$ cat src/rtl/lfsr_demap_pkg.sv
// Shared types and helpers for the LFSR discrete-log search (lfsr_demap).
package lfsr_demap_pkg;

  typedef enum logic [1:0] {
    IDLE   = 2'd0,
    SEARCH = 2'd1,
    DONE   = 2'd2
  } state_t;

  localparam int         DEFAULT_W    = 3;
  localparam logic [2:0] DEFAULT_TAPS = 3'b110;
  localparam logic [2:0] DEFAULT_SEED = 3'b001;

  // Fibonacci step on a zero-extended state; callers cast the result back to their width.
  function automatic logic [31:0] lfsr_step(input logic [31:0] sr, input logic [31:0] taps,
                                            input int w);
    logic [31:0] mask;
    mask = (w >= 32) ? '1 : ((32'd1 << w) - 32'd1);
    return ((sr << 1) | {31'd0, ^(sr & taps)}) & mask;
  endfunction

endpackage

$ cat src/rtl/lfsr_demap_if.sv
// Request/result bundle between a requester and the lfsr_demap search engine.
interface lfsr_demap_if #(
  parameter int W = 3
) ();
  logic         start;
  logic [W-1:0] code;
  logic         busy;
  logic         done;
  logic         err;
  logic [W-1:0] n_out;
  logic [W-1:0] sr;
  logic [W-1:0] counter;

  modport master (
    output start, code,
    input  busy, done, err, n_out, sr, counter
  );

  modport slave (
    input  start, code,
    output busy, done, err, n_out, sr, counter
  );
endinterface

$ cat src/rtl/lfsr_demap_core.sv
// W-bit Fibonacci LFSR register: load forces SEED, step advances one state.
module lfsr_demap_core
  import lfsr_demap_pkg::*;
#(
  parameter int           W    = DEFAULT_W,
  parameter logic [W-1:0] TAPS = DEFAULT_TAPS,
  parameter logic [W-1:0] SEED = DEFAULT_SEED
) (
  input  logic         clock,
  input  logic         reset_n,
  input  logic         load,
  input  logic         step,
  output logic [W-1:0] sr
);

  logic [W-1:0] sr_next;

  assign sr_next = W'(lfsr_step(32'(sr), 32'(TAPS), W));

  always_ff @(posedge clock or negedge reset_n) begin
    if (!reset_n) begin
      sr <= SEED;
    end else if (load) begin
      sr <= SEED;
    end else if (step) begin
      sr <= sr_next;
    end
  end

endmodule

$ cat src/rtl/lfsr_demap.sv
// LFSR demapper: linear search for the step count at which a SEED-started LFSR reaches code.
// Optional macro LFSR_DEMAP_START_SYNC_EN: start is asynchronous, synchronised and edge-detected.
module lfsr_demap
  import lfsr_demap_pkg::*;
#(
  parameter int           W    = DEFAULT_W,
  parameter logic [W-1:0] TAPS = DEFAULT_TAPS,
  parameter logic [W-1:0] SEED = DEFAULT_SEED
) (
  input  logic           clock,
  input  logic           reset_n,
  lfsr_demap_if.slave    bus
);

  // Largest counter value; reaching it without a match means the code is unreachable.
  localparam logic [W-1:0] LAST = W'((2 ** W) - 2);

  state_t       state;
  logic         start_evt;
  logic [W-1:0] code_q;
  logic [W-1:0] counter;
  logic [W-1:0] n_out;
  logic         busy;
  logic         done;
  logic         err;
  logic [W-1:0] sr;
  logic         hit;
  logic         load;
  logic         step;

`ifdef LFSR_DEMAP_START_SYNC_EN
  logic s0;
  logic s1;

  always_ff @(posedge clock or negedge reset_n) begin
    if (!reset_n) begin
      s0 <= 1'b0;
      s1 <= 1'b0;
    end else begin
      s0 <= bus.start;
      s1 <= s0;
    end
  end

  assign start_evt = s0 & ~s1;
`else
  assign start_evt = bus.start;
`endif

  assign hit  = (sr == code_q);
  assign load = (state != SEARCH) && start_evt;
  assign step = (state == SEARCH) && !hit && (counter != LAST);

  lfsr_demap_core #(
    .W    (W),
    .TAPS (TAPS),
    .SEED (SEED)
  ) u_core (
    .clock   (clock),
    .reset_n (reset_n),
    .load    (load),
    .step    (step),
    .sr      (sr)
  );

  always_ff @(posedge clock or negedge reset_n) begin
    if (!reset_n) begin
      state   <= IDLE;
      code_q  <= '0;
      counter <= '0;
      n_out   <= '0;
      busy    <= 1'b0;
      done    <= 1'b0;
      err     <= 1'b0;
    end else begin
      case (state)
        IDLE, DONE: begin
          if (start_evt) begin
            code_q  <= bus.code;
            counter <= '0;
            busy    <= 1'b1;
            done    <= 1'b0;
            err     <= 1'b0;
            state   <= SEARCH;
          end
        end
        SEARCH: begin
          // A match wins over the bound check on the last compare.
          if (hit) begin
            n_out <= counter;
            done  <= 1'b1;
            busy  <= 1'b0;
            state <= DONE;
          end else if (counter == LAST) begin
            n_out <= '0;
            err   <= 1'b1;
            done  <= 1'b1;
            busy  <= 1'b0;
            state <= DONE;
          end else begin
            counter <= counter + W'(1);
          end
        end
        default: state <= IDLE;
      endcase
    end
  end

  assign bus.busy    = busy;
  assign bus.done    = done;
  assign bus.err     = err;
  assign bus.n_out   = n_out;
  assign bus.sr      = sr;
  assign bus.counter = counter;

endmodule

$ cat src/flat_wrapper.sv
// flat-port wrapper written by rule: the top's interface ports become plain ports
module lfsr_demap_flat import lfsr_demap_pkg::*;
#(
  parameter int           W    = DEFAULT_W,
  parameter logic [W-1:0] TAPS = DEFAULT_TAPS,
  parameter logic [W-1:0] SEED = DEFAULT_SEED
)
  (clock, reset_n, bus_start, bus_code, bus_busy, bus_done, bus_err, bus_n_out, bus_sr, bus_counter);
  lfsr_demap_if #(.W(W)) bus_i ();
  input  logic clock;
  input  logic reset_n;
  input wire logic [$bits(bus_i.start)-1:0] bus_start;
  input wire logic [$bits(bus_i.code)-1:0] bus_code;
  output wire logic [$bits(bus_i.busy)-1:0] bus_busy;
  output wire logic [$bits(bus_i.done)-1:0] bus_done;
  output wire logic [$bits(bus_i.err)-1:0] bus_err;
  output wire logic [$bits(bus_i.n_out)-1:0] bus_n_out;
  output wire logic [$bits(bus_i.sr)-1:0] bus_sr;
  output wire logic [$bits(bus_i.counter)-1:0] bus_counter;
  assign bus_i.start = bus_start;
  assign bus_i.code = bus_code;
  assign bus_busy = bus_i.busy;
  assign bus_done = bus_i.done;
  assign bus_err = bus_i.err;
  assign bus_n_out = bus_i.n_out;
  assign bus_sr = bus_i.sr;
  assign bus_counter = bus_i.counter;
  lfsr_demap #(.W(W), .TAPS(TAPS), .SEED(SEED)) u_core (.clock(clock), .reset_n(reset_n), .bus(bus_i));
endmodule
$ cat config.mk
export PLATFORM = sky130hd
export DESIGN_NAME = lfsr_demap_flat
export DESIGN_NICKNAME = d
export VERILOG_FILES = /design/src/rtl/lfsr_demap_pkg.sv /design/src/rtl/lfsr_demap_if.sv /design/src/rtl/lfsr_demap_core.sv /design/src/rtl/lfsr_demap.sv /design/src/flat_wrapper.sv
export SDC_FILE = /design/constraint.sdc
export NUM_CORES = 1
export LEC_CHECK = 0
export ABC_CLOCK_PERIOD_IN_PS = 2050
export CAP_MARGIN = 20
export CORE_AREA = 8 8 49 51
export CTS_BUF_LIST = sky130_fd_sc_hd__clkbuf_4
export DETAILED_ROUTE_END_ITERATION = 16
export DIE_AREA = 0 0 57 59
export GPL_ROUTABILITY_DRIVEN = 0
export PLACE_DENSITY = 0.84
export SLEW_MARGIN = 20
export SYNTH_ARGS = -nofsm -noshare
export SYNTH_HDL_FRONTEND = slang
export SYNTH_SLANG_ARGS = --single-unit
$ cat constraint.sdc
create_clock -name clock -period 2.05 [get_ports clock]
set_clock_uncertainty 0.2 [all_clocks]
set_input_delay 0.3075 -clock clock [delete_from_list [all_inputs] [get_ports clock]]
set_output_delay 0.3075 -clock clock [all_outputs]
set_load 0.005 [all_outputs]
==> After elaboration in Yosys (flattened, before gate mapping) <==
Cells that the tools add are included.
{ "totals": {"in_bits": 6, "elab_cells": 59, "reg_bits": 17, "ram_bits": 0, "mem_count": 0, "rom_bits": 0, "latch_bits": 0} }
{ "op_classes": {"n_div": 0, "n_shift": 0, "add_sub_neg": 1, "eq_ne": 11, "n_bitwise": 1, "mul": 0, "reduce_logical": 16, "muxes": 22, "n_lt_le_gt_ge": 0} }
{ "op_table": {"columns": ["cell", "n"], "rows": [
  ["parity 32 bit", 1],
  ["two-way mux 3 bit", 7],
  ["AND reduction 4 bit", 2],
  ["two-way mux 1 bit", 7],
  ["two-way mux 2 bit", 3],
  ["!= test 2 bit (second input constant)", 3],
  ["one-hot mux 1 bit (2 select lines)", 3],
  ["one-hot mux 3 bit (2 select lines)", 1],
  ["AND reduction 2 bit", 3],
  ["nonzero test 2 bit", 3],
  ["!= test 2 x 1 -> 1 bit (second input constant)", 2],
  ["one-hot mux 2 bit (2 select lines)", 1],
  ["adder 3 x 1 -> 3 bit (second input constant)", 1],
  ["== test 3 bit", 1],
  ["== test 3 bit (second input constant)", 1],
  ["logical AND 1 bit", 3],
  ["!= test 3 x 1 -> 1 bit (second input constant)", 1],
  ["!= test 3 bit (second input constant)", 1],
  ["OR 3 x 1 -> 3 bit", 1],
  ["AND reduction 3 bit", 1],
  ["== test 2 x 1 -> 1 bit (second input constant)", 1],
  ["== test 2 bit (second input constant)", 1],
  ["zero test 2 bit", 1],
  ["OR reduction 2 bit", 1],
  ["zero test 1 bit", 1]
]} }

==> Longest topological paths before layout <==
Gate-level depths: netlist (run 1).
{ "depth": {"ltp_word": 6, "depth_mapped": 6} }

==> Hierarchy <==
Synthesis (run 1) repeated with hierarchy kept, for this count alone.
{ "unflattened": {"cells_unflattened": 88, "hier_area_um2": 889.6} }
{ "modules_own_cells": {"columns": ["module", "cells_each", "seq_area_each_um2", "area_per_inst_um2", "n_inst"], "rows": [
  ["lfsr_demap", 77, 350.3, 762.0, 1],
  ["lfsr_demap_core", 11, 76.3, 127.6, 1]
]} }

==> Least setup slack after synthesis (run 1) <==
OpenSTA, ideal clock, no wires.
{ "synth_path": {"path_kind": "flip-flop to flip-flop", "from": "register u_core.u_core.sr[0]", "to": "register u_core.n_out[0] (netlist: u_core.bus.n_out[0])", "setup_slack_ns": 0.268, "synth_period_minus_slack_ns": 1.782, "arrival_time_ns": 1.462, "path_stages_with_launch": 6, "required_ns": 1.729, "n_path_buf": 1, "cell_sequence": "dfstp_2 > xor2_1 > or3_1 > buf_6 > a21o_1 > a22o_1"} }
{ "synth_via": {"elab_chain_cells": 3, "elab_cells_between_ends": 4, "cone_classes": "eq/ne: 1; mux: 1; reduce/logical: 2"} }
{ "synth_lines": {"columns": ["item", "line_no", "text"], "rows": [
  ["start: declaration", "lfsr_demap_core.sv:13", "output logic [W-1:0] sr"],
  ["start signal: assignment", "lfsr_demap_core.sv:26", "sr <= sr_next;"],
  ["== test 3 bit *", "lfsr_demap.sv:50", "assign hit = (sr == code_q);"],
  ["nonzero test 2 bit (no line)", null, null],
  ["AND reduction 2 bit (no line)", null, null],
  ["end signal: assignment", "lfsr_demap.sv:90", "n_out <= counter;"],
  ["end: declaration", "lfsr_demap.sv:22", "logic [W-1:0] n_out;"]
]} }
Mark *: on every way between the ends. The rest lies on a longest branch, timed or not.
A chain may end at the register's enable or synchronous reset.

==> Final worst setup path (run 1) <==
{ "layout_path": {"from": "register u_core.u_core.sr[0]", "to": "output bus_sr[0]"} }
{ "layout_rtl": {"columns": ["item", "line_no", "text"], "rows": [
  ["end: declaration", "flat_wrapper.sv:18", "output wire logic [$bits(bus_i.sr)-1:0] bus_sr;"]
]} }
No word-level cell between the ends.

==> results of run 1 <==
state kept, by name (all words and copies together) (netlist names):
name and flops:
u_core.bus.busy 1, u_core.bus.counter 3, u_core.bus.done 1, u_core.bus.err 1
u_core.bus.n_out 3, u_core.code_q 3, u_core.state 2, u_core.u_core.sr 3
area by class of cell:
type / instances / area (um^2)
fillers: 136 / 649
well taps: 17 / 21.3
repair buffers: 18 / 178
multi-input cells: 53 / 335
clock buffers: 4 / 30.0
flip-flops and latches: 17 / 427
inverters: 3 / 11.3
power by group:
| group | total [uW] | switching (uW) | leakage [uW] | internal, uW |
|---|---|---|---|---|
| sequential | 636 | 139 | 0.000208 | 496 |
| clock | 194 | 105 | 0.0000184 | 89.0 |
| combinational | 801 | 375 | 0.000264 | 426 |
| total | 1630 | 619 | 0.000491 | 1010 |
kinds of logic (layout without fill, tap and decap cells):
family                     after synthesis  count (layout)  synth area share
AOI/OAI and AO/OA                       12              12             0.108
buffers and inverters                    4              25            0.0287
DFF                                     17              17             0.544
muxes                                    5               5            0.0638
adders and majority gates                2               2            0.0319
xor gates and xnor gates                 4               4            0.0447
and+or+nand+nor                         30              30             0.179
synthesized netlist by cell type:
cell type   n  area (um^2)
a31oi_1     2         12.5
o21ai_0     2         10.0
ha_1        2         25.0
or3_1       1         6.26
xor2_1      4         35.0
buf_6       1         11.3
nand2b_1    4         25.0
o31ai_1     1         7.51
mux2i_1     5         50.1
a31o_2      1         8.76
nand2_1    17         63.8
nand3_2     1         10.0
and2_1      1         6.26
a22o_1      2         17.5
dfrtp_1    16          400
nor3_1      1         5.00
nor2b_1     2         12.5
inv_1       3         11.3
a2bb2oi_1   1         8.76
dfstp_2     1         26.3
nor2_1      3         11.3
a21o_1      2         15.0
a21oi_1     1         5.00
worst min path at each step:
| stage | endpoint | slack, ns |
|---|---|---|
| floorplan | u_core.bus.busy$_DFFE_PN0P_ | -0.19 |
| global placement | u_core.bus.busy$_DFFE_PN0P_ | 0.27 |
| detailed placement | u_core.bus.busy$_DFFE_PN0P_ | 0.27 |
| CTS | u_core.bus.done$_DFFE_PN0P_ | 0.12 |
| global route | u_core.bus.done$_DFFE_PN0P_ | 0.13 |
| finish | u_core.bus.done$_DFFE_PN0P_ | 0.12 |
stage by stage:
stage | setup WS [ns] | hold slack [ns]
5_1_grt | 0.134 | 0.134
3_3_place_gp | 0.265 | 0.270
6_report | 0.165 | 0.120
3_5_place_dp | 0.203 | 0.272
2_1_floorplan | 0.268 | -0.188
4_1_cts | 0.154 | 0.124
layer usage:
layer  vias up  share of wire
met3         5          0.040
met2        14           0.52
met5         -              0
met1       296           0.41
met4         0          0.025
li1        290              -
cells in the final DEF (no fill, tap or decap), types with 3 or more instances in the layout:
master,instances
nand2_1,17
clkdlybuf4s50_1,17
dfrtp_1,16
mux2i_1,5
nand2b_1,4
xor2_1,4
clkbuf_4,4
inv_1,3
nor2_1,3
==> metrics, run 1 <==
Mapped Nets 82; status complete, no violations; Max FO, Critical Path 3; Initial Util 0.475; CP Launch Type flop; Leakage 0.000491 uW; cts bufs inserted 3; DR vias 605; max_cap viols 0; IO Port Bufs 17; unrepaired setup endpoints after global routing no; gr busiest metal met2; Setup Buffers After CTS 0; first-pass GRT wire length approximately 2.9 mm; drt first pass iters 4; Reg clk slew, reported paths 0.09 ns; worst r2r path cells 4; Pins Over Slew Limit 0; CP Cell Sequence clkdlybuf4s50_1; fin cells 112; maximum number of pins on one net before global-route repair 18; fin crit share 0.919; Crit path max-delay family flip-flops; global route total overflow 0; CTS tree done; overall power consumption 1630 uW; Tmin final 1.88 ns; P&R area growth vs syn 27.8%; initial antenna violation count 0; R2R setup slack approximately 0.19 ns; Die ar. approximately 0.0034 mm^2; WP data required 1.54 ns; Die Ht 59 um; Worst Setup SP u_core.u_core.sr[0]$_DFFE_PN1P_; post-cts resize count 0; CTS sink count 17; Via density 5.40; slowest CP cell dfstp_2; Setup crit end bus_sr[0]; final count of negative-setup-slack endpoints 0; post-synthesis cell count 74; die width roughly 57 um; IR Drop Worst-Case VDD 0.822 mV; TNS Setup 0 ns; WL/cell roughly 15 um; clock latency on the worst-skew pair 0.29 ns; r2r endpoint u_core.bus.n_out[1]$_DFFE_PN0P_; Worst-Margin Slew 0.372 ns; r2r startpoint u_core.u_core.sr[0]$_DFFE_PN1P_; clk buf depth 2; CP endpoint kind output pin; Global Route met1 Usage 0.101; Core Box Area between 0.0015 and 0.002 mm^2; nets@finish 104; DR iter-0 viols 12; WP depth 1; type of the worst setup path flop to output pin; PwrDens ~1600 mW/mm^2; proportion of layout cells with a drive suffix above 1 0.0842; Detailed Route WL 1.67 mm; dpl cell area 972 um^2; CP max stage delay 0.56 ns; Clock Root Buffer clkbuf_4; placed insts 108; Final Util 0.607; Syn Area/Cell around 11 um^2; synth warn 0; Yosys cell types 23; Mapped Area 785 um^2; DRC viols 0; HP Class input pin to asynchronous set/reset pin; hold_buf cts 0; Arr. time, crit path about 1.4 ns; std cell rows 15; met2 Use GR 0.203; antenna diode count 0; part of the Yosys area used for sequential elements 0.544; Routed Antenna Nets 0; Fmax 531 MHz; CTS H-tree lvls 1; Hold Vio Cnt, Final 0; CP bufs+invs 1; relative slew slack 0.750; I/O pins 18; HPWL Detailed 1.31 mm; design area 0.00100 mm^2; met3 usage 0.0322; vias in the first global route approximately 650; GRT Util Overall 0.108; #FFs+latches synth 17
Note: power is estimated with default switching activity, not from simulation.
==> run 2: changes to the inputs <==
ABC_CLOCK_PERIOD_IN_PS = default   (was 2050)
==> results of run 2 <==
No change in the layout: final DEF, timing and power equal those of run 1.
